--- config.mk ---
export PLATFORM = sky130hd
export DESIGN_NAME = serial_subtractor_ctrl
export DESIGN_NICKNAME = d
export VERILOG_FILES = /design/src/rtl/serial_subtractor_ctrl_pkg.sv /design/src/rtl/serial_subtractor_ctrl_fsub.sv /design/src/rtl/serial_subtractor_ctrl.sv
export SDC_FILE = /design/constraint.sdc
export NUM_CORES = 1
export LEC_CHECK = 0
export BUFFER_PORTS_ARGS = -buffer_cell sky130_fd_sc_hd__buf_4
export CORE_UTILIZATION = 55
export CTS_BUF_LIST = sky130_fd_sc_hd__clkbuf_2 sky130_fd_sc_hd__clkbuf_4 sky130_fd_sc_hd__clkbuf_8
export DETAILED_ROUTE_END_ITERATION = 10
export PLACE_DENSITY = 0.84
export SLEW_MARGIN = 25
export SYNTH_ARGS = -nofsm -noshare
export SYNTH_HDL_FRONTEND = slang
export SYNTH_SLANG_ARGS = --single-unit
export TNS_END_PERCENT = 100
--- constraint.sdc ---
create_clock -name clk -period 1.95 [get_ports clk]
set_input_delay 0.2925 -clock clk [delete_from_list [all_inputs] [get_ports clk]]
set_output_delay 0.2925 -clock clk [all_outputs]
set_load 0.01 [all_outputs]
--- src/rtl/serial_subtractor_ctrl_pkg.sv ---
// Shared definitions for the bit-serial subtractor controller.
// Latency: n/a (types, constants and a helper function only).
// Backpressure: n/a.
package serial_subtractor_ctrl_pkg;

  // Controller state encoding; encoding 2'd3 is unused and recovers to IDLE.
  typedef enum logic [1:0] {
    ST_IDLE = 2'd0,
    ST_RUN  = 2'd1,
    ST_DONE = 2'd2
  } sub_state_e;

  // Legal operand width range.
  localparam int WIDTH_MIN = 1;
  localparam int WIDTH_MAX = 32;

  // Bit-counter width; a 1-bit operand still needs a 1-bit counter.
  function automatic int cnt_width(input int w);
    return (w > 1) ? $clog2(w) : 1;
  endfunction

endpackage

--- src/rtl/serial_subtractor_ctrl_fsub.sv ---
// One-bit full subtractor cell: Diff = A - B - Borrow_in, Borrow_out on underflow.
// Latency: combinational.
// Backpressure: none.
// Ports: A, B, Borrow_in (in); Diff, Borrow_out (out).
module Full_Subtractor (
  input  logic A,
  input  logic B,
  input  logic Borrow_in,
  output logic Diff,
  output logic Borrow_out
);

  assign Diff       = A ^ B ^ Borrow_in;
  // Borrow when B exceeds A, or when A==B and a borrow arrives from below.
  assign Borrow_out = (~A & B) | (~(A ^ B) & Borrow_in);

endmodule

--- src/rtl/serial_subtractor_ctrl.sv ---
// Bit-serial WIDTH-bit subtractor (op_a - op_b mod 2^WIDTH, final borrow), LSB first.
// Latency: start accepted at edge E -> done pulse in the cycle after edge E+WIDTH.
// Backpressure: start only accepted while ready=1; start during RUN/DONE is dropped.
// Ports: clk, rst_n, start, abort, op_a, op_b (in); ready, done, result, borrow_out (out).
module serial_subtractor_ctrl
  import serial_subtractor_ctrl_pkg::*;
#(
  parameter int WIDTH = 8
) (
  input  logic             clk,
  input  logic             rst_n,
  input  logic             start,
  input  logic             abort,
  input  logic [WIDTH-1:0] op_a,
  input  logic [WIDTH-1:0] op_b,
  output logic             ready,
  output logic             done,
  output logic [WIDTH-1:0] result,
  output logic             borrow_out
);

  localparam int CW = cnt_width(WIDTH);

  sub_state_e       state;
  logic [WIDTH-1:0] sh_a;
  logic [WIDTH-1:0] sh_b;
  logic [WIDTH-1:0] sh_d;
  logic             brw;
  logic [CW-1:0]    cnt;

  logic             cell_diff;
  logic             cell_brw;
  logic [WIDTH-1:0] d_next;

  Full_Subtractor u_fsub (
    .A          (sh_a[0]),
    .B          (sh_b[0]),
    .Borrow_in  (brw),
    .Diff       (cell_diff),
    .Borrow_out (cell_brw)
  );

  // New difference bit enters at the MSB; after WIDTH shifts bit 0 holds the LSB.
  // The concatenation form also covers WIDTH=1 without a degenerate slice.
  always_comb begin
    d_next = WIDTH'({cell_diff, sh_d} >> 1);
  end

  always_ff @(posedge clk or negedge rst_n) begin
    if (!rst_n) begin
      state      <= ST_IDLE;
      ready      <= 1'b1;
      done       <= 1'b0;
      result     <= '0;
      borrow_out <= 1'b0;
      sh_a       <= '0;
      sh_b       <= '0;
      sh_d       <= '0;
      brw        <= 1'b0;
      cnt        <= '0;
    end else begin
      done <= 1'b0;
      case (state)
        ST_IDLE: begin
          if (start) begin
            sh_a  <= op_a;
            sh_b  <= op_b;
            brw   <= 1'b0;
            cnt   <= '0;
            state <= ST_RUN;
            ready <= 1'b0;
          end
        end
        ST_RUN: begin
          // Abort wins over completion and never touches the published result.
          if (abort) begin
            state <= ST_IDLE;
            ready <= 1'b1;
            brw   <= 1'b0;
            cnt   <= '0;
          end else begin
            sh_a <= sh_a >> 1;
            sh_b <= sh_b >> 1;
            sh_d <= d_next;
            brw  <= cell_brw;
            cnt  <= cnt + 1'b1;
            if (cnt == CW'(WIDTH - 1)) begin
              state      <= ST_DONE;
              done       <= 1'b1;
              result     <= d_next;
              borrow_out <= cell_brw;
            end
          end
        end
        ST_DONE: begin
          state <= ST_IDLE;
          ready <= 1'b1;
        end
        default: begin
          state <= ST_IDLE;
          ready <= 1'b1;
        end
      endcase
    end
  end

endmodule

==> impl_metrics.toml, run 1 <==
[status]
status = "completed"

[final_layout]
drive_gt1_share_pct = 51.2
multi_input_area_sq_um = 739
fill_cells = 230
syn_to_final_growth_pct = 18.0
register_area_sq_um = 1000
utilization_pct = 68.7
fin_nets = 183
fin_area_sq_um = 2120
n_antenna_cell = 0

[route]
viasPerCell = 5.21
wl_per_cell_um = 14.4
vias = 1062
ant_nets = 0
drt_first_pass_iters = 4
drc = 0
wirelength_um = 2940
detail_route.iter0.violations = 37

[timing]
hold_viol_final = 0
final-max-slew-violation-count = 0
rsz0062_at_grt = "no"
period_needed_ns = 1.71
fmax_ghz = 0.586
fin_skew_ns = 0.00235
relSlewSlack_pct = 67.7
worst_pin_slew_ns = 0.485
fin_tns_setup_ns = 0
fin_ws_ns = 0.244
period_share_pct = 87.5
setup_viol = 0

[logic_synthesis]
synth_area_leaders = "dfrtp_1 54%, mux2_2 21%, mux2_4 5.0%"
syn_area_sq_um = 1790
synth.net_count = 147
synth_top_area_share_pct = 54.4
ys_warn_count = 0
yosysTopAreaCell = "dfrtp_1"
ys_ff_latch = 40
seq_area_frac_synth_pct = 55.9
avgSynthCellArea_sq_um = 14.5
ys_types = 25
synthCells = 124

[floorplan]
io_pins = 31
die_w_um = 59.1
coreArea_sq_um = 3080
die_y_um = 59.1
rows = 20
initial_utilization_pct = 58.3
die_area_sq_um = 3490

[critical_path]
crit_type = "reg -> reg"
crit_path_end_kind = "flop"
slowest_stage = "dfrtp_1"
cp-start-kind = "flop"
crit_chain = "nor3b_1 -> and2_1 -> mux2_2"
cp.required_ns = 2.18
critPathMaxFanout = 10
cpPeakStageDelay_ns = 0.48
cp.arrival_ns = 1.94

[global_route]
antenna_found_initial = 0
met3_usage_pct = 6.55
grt_remaining_overflow = 0
grt_pass1_wl_um = 5130
track_usage_pct = 20.5
busiest_layer = "met2"
grt_use_met2_pct = 34.6
grt_max_degree = 41
grt_pass1_vias = 1160
grt_util_met1_pct = 24.3

[pwr]
power_density_nw_per_um2 = 998
p_leak_nw = 1.03
ir_drop_v = 0.000560

[clocking]
post-cts-setup-buffers = 0
clock_sinks = 40
clkLatencyLatePin_ns = 0.34
cts_tree = "built"
root_buffer = "clkbuf_4"
cts_made_buffers = 5
cts_buffer_depth = 2
htreeDepth = 2
clk_transition_reported_paths_ns = 0.10

[placement]
dp_hpwl_um = 2020
port_buffers = 30
dp_slack_ns = 0.233
place.gp.congestion = 0.697
placed_cell_area_sq_um = 2060

[job]
max_cap_violations = 0

[worst_hold_path]
hold_class = "in -> reg"
worst paths after layout:
check | startpoint | end | slack [ns] | cells after the start
max in group asynchronous | rst_n | ready | 1.13 | 2
max | state[0] | result[2] | 0.24 | 3
min reg2reg | brw | brw | 0.49 | 2
min in group asynchronous | rst_n | sh_b[6] | 0.46 | 2
max reg2reg | state[0] | result[2] | 0.24 | 3
min | op_a[7] | sh_a[7] | 0.25 | 3
cells in the final DEF, fill, tap and decap left out:
| master | instances |
|---|---|
| inv_1 | 3 |
| a21oi_1 | 2 |
| nor2b_2 | 1 |
| nor2b_1 | 3 |
| dfrtp_1 | 39 |
| a21o_1 | 3 |
| nor3b_1 | 1 |
| and2_1 | 2 |
| clkinv_2 | 1 |
| buf_4 | 33 |
| o21ai_0 | 5 |
| fa_1 | 1 |
| nand2b_1 | 3 |
| a21oi_2 | 1 |
| and2b_1 | 1 |
| o21bai_1 | 1 |
| dfstp_2 | 1 |
| mux2_2 | 33 |
| dlygate4sd3_1 | 1 |
| mux2_4 | 6 |
| a22o_1 | 2 |
| mux2i_1 | 3 |
| ha_1 | 2 |
| clkbuf_4 | 6 |
| nand2_1 | 4 |
| mux2_1 | 2 |
repair_timing:
action | in CTS | in global routing
gates resized for setup | 0 | 0
hold endpoints to repair | 39 | 0
hold buffers | 1 | 0
Yosys cell counts:
library cell  instances
a21oi_2               1
o21bai_1              1
a21o_1                3
and2b_1               1
a21oi_1               2
dfstp_2               1
buf_2                 2
nand2b_1              3
mux2i_1               3
mux2_2               33
buf_6                 2
nor3b_1               1
inv_1                 3
and2_1                2
dfrtp_1              39
ha_1                  2
nor2b_2               1
nor2b_1               3
fa_1                  1
a22o_1                2
o21ai_0               5
nand2_1               4
mux2_4                6
buf_4                 1
mux2_1                2
worst max-delay path: cells and delay by family (launching register included):
kind          cells  cell delay (ns)
simple gates      2             0.73
mux               1             0.39
flops             1             0.48
flip-flops by register name, summed over array words and instances, names as in the netlist:
signal	count
cnt	3
sh_d	7
ready	1
sh_b	8
result	8
state	2
borrow_out	1
done	1
brw	1
sh_a	8
logic make-up (layout without fill, tap and decap cells):
logic type / count (synthesis) / after routing / share of synthesized area (%)
AOI/OAI and AO/OA: 14 / 14 / 5.09
adders and majority gates: 3 / 3 / 2.51
buffers and inverters: 8 / 44 / 2.86
DFF: 40 / 40 / 55.9
muxes: 44 / 44 / 28.7
and+or+nand+nor: 15 / 15 / 4.95
cell type report:
type                            count  share of cell area [%]
Multi-Input combinational cell     76                    34.9
Timing Repair Buffer               34                    12.2
Tap cell                           44                    2.60
Clock inverter                      1                   0.237
Sequential cell                    40                    47.4
Clock buffer                        6                    2.13
Inverter                            3                   0.532
per-stage QoR:
step | cells | total power [mW] | hold WS [ns]
2_1_floorplan | 124 | 1.58 | -0.00309
3_3_place_gp | 196 | 1.70 | 0.282
3_5_place_dp | 196 | 1.74 | 0.290
4_1_cts | 204 | 2.14 | 0.223
5_1_grt | 204 | 2.25 | 0.218
6_report | 204 | 2.11 | 0.248
per-layer routing:
metal | part of all wire, % | vias up
met3 | 4.1 | 6
met4 | 0.71 | 0
li1 | - | 501
met1 | 44 | 532
met5 | 0 | -
met2 | 51 | 23
power breakdown:
part | switching, mW | internal, mW
clock network | 0.245 | 0.147
logic | 0.189 | 0.340
registers | 0.136 | 1.05
(Power assumes the default switching activity.)
==> inputs of run 2 (changes only) <==
- CELL_PAD_IN_SITES_DETAIL_PLACEMENT: not set -> 1
- CELL_PAD_IN_SITES_GLOBAL_PLACEMENT: not set -> 2
- CORE_UTILIZATION: 55 -> 40
- MAX_ROUTING_LAYER: not set -> met4
- PLACE_DENSITY: 0.84 -> 0.87
==> run 2 against run 1 <==
Net effect: design area rose by 1.8%; die area rose by 36%; maximum frequency rose by 2.4%; worst setup slack improved by 0.039 ns; clock-buffer cell count did not move; power rose by 7.2%; non-clock buffer count did not move; largest power group unchanged; highest routed layer unchanged.
==> impl_metrics.toml, run 2 (synthesis gave the netlist of run 1 again) <==
[status]
status = "completed"

[worst_hold_path]
hold_class = "in -> reg"
hold_end = "sh_b[7]"
min_path_cells = 3
hp-start = "op_b[7]"

[global_route]
antenna_found_initial = 0
grt_pass1_wl_um = 5620
track_usage_pct = 17.4
grt_pass1_vias = 1190
grt_remaining_overflow = 0
grt_max_degree = 41

[timing]
period_share_pct = 85.4
fin_ws_ns = 0.284
fin_tns_setup_ns = 0
relSlewSlack_pct = 66.4
setup_viol = 0
final-max-slew-violation-count = 0
fin_hold_ws_ns = 0.310
worst_pin_slew_ns = 0.505
rsz0062_at_grt = "no"
fmax_ghz = 0.600
period_needed_ns = 1.67
fin_skew_ns = 0.00614
hold_viol_final = 0

[critical_path]
critPathMaxFanout = 15
cp.required_ns = 2.13
r2r-start = "state[0]"
r2r_end = "sh_a[1]"
crit_type = "reg -> reg"
reg2reg_slack_ns = 0.28
cp-start-kind = "flop"
cp.arrival_ns = 1.84
reg2reg_depth = 4
crit_path_end_kind = "flop"

[placement]
placed_cell_area_sq_um = 2060
port_buffers = 30
dp_slack_ns = 0.259
place.gp.congestion = 0.799
dp_hpwl_um = 2500

[clocking]
clk_transition_reported_paths_ns = 0.07
root_buffer = "clkbuf_8"
clkLatencyLatePin_ns = 0.29
cts_buffer_depth = 2
cts_made_buffers = 5
clock_sinks = 40
post-cts-setup-buffers = 0
cts_tree = "built"
htreeDepth = 2

[final_layout]
reg.largest.list = "result x8, sh_a x8, sh_b x8"
final_common_cell = "dfrtp_1"
fin_nets = 183
fin_area_sq_um = 2150
syn_to_final_growth_pct = 20.2
drive_gt1_share_pct = 51.2
final_cell_mix = "39 x dfrtp_1, 33 x mux2_2, 33 x buf_4"
n_antenna_cell = 0

[floorplan]
io_pins = 31
die_y_um = 69.0
initial_utilization_pct = 43.3
coreArea_sq_um = 4140
die_w_um = 69.0
rows = 23
die_area_sq_um = 4750

[route]
vias = 1078
wirelength_um = 3390
ant_nets = 0
drt_first_pass_iters = 3
wl_per_cell_um = 16.1
viasPerCell = 5.13
drc = 0
detail_route.iter0.violations = 56

[pwr]
ir_drop_v = 0.000477
p_leak_nw = 1.05
power_density_nw_per_um2 = 1050

[job]
max_cap_violations = 0
-- run 2: area by class of cell --
cell class / count / area [sq um]
inverters: 3 / 11.3
flip-flops and latches: 40 / 1000
well taps: 50 / 62.6
multi-input cells: 76 / 739
repair buffers: 34 / 258
fillers: 415 / 1990
clock buffers: 6 / 76.3
clock inverters: 1 / 5.00
-- run 2: per-layer routing --
metal,track usage (%),share of wire (%),up-vias
li1,-,-,503
met1,20.9,43,549
met2,27.9,52,20
met3,5.43,3.9,6
met4,5.36,1.2,0
met5,-,0,-
-- run 2: worst max-delay path by stage --
stage                     cells after the start      from  slack [ns]        end
after floorplan                               5  state[0]        0.42    sh_b[5]
after global placement                        3  state[1]        0.32  result[0]
after detailed placement                      3  state[1]        0.26  result[5]
after CTS                                     3  state[1]        0.27  result[5]
after global routing                          3  state[0]        0.12  result[5]
final                                         4  state[0]        0.28    sh_a[1]
-- run 2: power by group --
| group | internal, mW | total, mW | switching (mW) | leakage, nW |
|---|---|---|---|---|
| clock network | 0.257 | 0.517 | 0.260 | 0.0445 |
| registers | 1.06 | 1.20 | 0.142 | 0.501 |
| logic | 0.342 | 0.547 | 0.205 | 0.502 |
| total | 1.66 | 2.26 | 0.607 | 1.05 |
-- run 2: worst max-delay path: stages (launching register included) --
cell	delay [ns]
dfrtp_1	0.46
nor2b_2	0.18
buf_4	0.27
mux2_2	0.38
mux2_2	0.26
-- run 2: through the flow --
stage	std cells	utilization (%)	power [mW]
finish	210	52.0	2.26
global route	210	52.0	2.42
CTS	210	52.0	2.31
detailed placement	202	49.8	1.77
global placement	202	49.8	1.71
floorplan	124	-	1.58
-- run 2: what timing repair did --
item,in CTS,in global routing
resized for setup,0,0
setup endpoints to repair,0,0
hold buffers,1,0
hold endpoints to repair,39,0
==> inputs of run 3 (changes only) <==
- PLACE_DENSITY: 0.87 -> not set
- PLACE_DENSITY_LB_ADDON: not set -> 0.1
- SLEW_MARGIN: 25 -> 40
==> run 3 against run 2 <==
Net effect: cell count up 0.95%; sequential power about the same; highest routed layer unchanged; sequential share of layout area down 0.87 points; flip-flop and latch count unchanged; largest power group unchanged.
==> impl_metrics.toml, run 3 (synthesis gave the netlist of run 1 again) <==
[final_layout]
multi_input_area_sq_um = 739
final_cell_mix = "39 x dfrtp_1, 34 x buf_4, 33 x mux2_2"
n_antenna_cell = 0
fill_cells = 431
syn_to_final_growth_pct = 22.5
register_area_sq_um = 1000
fin_nets = 184
reg.largest.list = "result x8, sh_a x8, sh_b x8"
final_common_cell = "dfrtp_1"
drive_gt1_share_pct = 51.9

[worst_hold_path]
hold_class = "in -> reg"

[floorplan]
coreArea_sq_um = 4140
die_area_sq_um = 4750
die_y_um = 69.0
die_w_um = 69.0
rows = 23
initial_utilization_pct = 43.3
io_pins = 31

[critical_path]
crit_path_end_kind = "flop"
crit_type = "reg -> reg"
cp.required_ns = 2.13
startpoint = "state[0]"
reg2reg_depth = 3
cp.arrival_ns = 1.87
r2r_end = "result[4]"
crit_end = "result[4]"
cp-start-kind = "flop"
reg2reg_slack_ns = 0.26
r2r-start = "state[0]"
critPathMaxFanout = 10

[pwr]
clkPwrFrac_pct = 28.5
p_leak_nw = 1.06
internal_power_mw = 1.78
power_density_nw_per_um2 = 1100
p_seq_share_pct = 49.4
ir_drop_v = 0.000505
power_frac_comb_pct = 22.1
switchingPower_uw = 624
switching_share_pct = 26.0

[placement]
place.gp.congestion = 0.754
dp_slack_ns = 0.255
port_buffers = 30
dp_hpwl_um = 2310

[global_route]
track_usage_pct = 17.1
grt_pass1_wl_um = 5550
grt_util_met1_pct = 21.4
grt_pass1_vias = 1153
busiest_layer = "met2"
met3_usage_pct = 5.59
grt_use_met2_pct = 25.6
antenna_found_initial = 0
grt_max_degree = 41
grt_remaining_overflow = 0

[timing]
period_share_pct = 86.9
fin_skew_ns = 0.00582
rsz0062_at_grt = "no"
relSlewSlack_pct = 65.9
period_needed_ns = 1.69
final-max-slew-violation-count = 0
worst_pin_slew_ns = 0.512
fin_ws_ns = 0.255
fmax_ghz = 0.590
fin_tns_setup_ns = 0
hold_viol_final = 0
setup_viol = 0

[clocking]
cts_buffer_depth = 2
cts_resized = 0
clock_sinks = 40
htreeDepth = 2
post-cts-setup-buffers = 0
postCtsHoldBufs = 1
cts_made_buffers = 5
root_buffer = "clkbuf_8"
cts_tree = "built"
clkLatencyLatePin_ns = 0.29
clk_transition_reported_paths_ns = 0.08

[route]
detail_route.iter0.violations = 23
vias = 1075
wl_per_cell_um = 15.3
viasPerCell = 5.07
drt_first_pass_iters = 4
ant_nets = 0
wirelength_um = 3250
drc = 0

[job]
max_cap_violations = 0

[status]
status = "completed"
==> run 3: cell count changes in the layout (fill, tap and decap cells not counted), sizes merged <==
| cell | delta |
|---|---|
| buf | +1 |
| bufinv | +1 |
| clkbuf | -1 |
| clkinv | -1 |
| clkinvlp | +1 |
| inv | +1 |
==> run 3: worst min path at each step <==
stage | start | endpoint | cells past startpoint
final | op_a[7] | sh_a[7] | 3
after global routing | op_b[5] | sh_b[5] | 3
after CTS | op_b[7] | sh_b[7] | 3
after detailed placement | rst_n | sh_b[4] | 1
after global placement | rst_n | sh_b[3] | 1
after floorplan | rst_n | borrow_out | 0
==> run 3: per-stage QoR <==
stage               hold slack, ns  util (%)  instances  power [mW]  area, sq um
floorplan                 -0.00309         -        124        1.58         1790
global placement             0.291      50.0        203        1.71         2070
detailed placement           0.307      50.0        203        1.75         2070
CTS                          0.310      53.0        212        2.45         2200
global route                 0.330      53.0        212        2.57         2200
finish                       0.310      53.0        212        2.40         2200
==> run 3: area by class of cell <==
| cell class | instances | share of cell area [%] |
|---|---|---|
| clock buffers | 5 | 3.13 |
| well taps | 50 | 2.85 |
| inverters | 3 | 0.513 |
| repair buffers | 35 | 12.1 |
| clock inverters | 3 | 2.11 |
| flip-flops and latches | 40 | 45.6 |
| multi-input cells | 76 | 33.7 |
==> run 3: layer usage <==
layer,routed length (um),vias to the layer above
met1,1520,543
met5,0,-
met4,56,0
met3,133,5
li1,-,506
met2,1540,21
==> run 3: power groups by stage <==
stage,Combinational (mW),Sequential [mW],Clock (mW)
floorplan,0.422,1.16,0
global placement,0.515,1.19,0
detailed placement,0.542,1.21,0
CTS,0.546,1.19,0.710
global route,0.596,1.22,0.751
finish,0.532,1.19,0.685
==> run 3: critical path, stage by stage, from the launching register on <==
cell	delay, ns
dfrtp_1	0.48
nor3b_1	0.28
and2_1	0.44
mux2_2	0.39
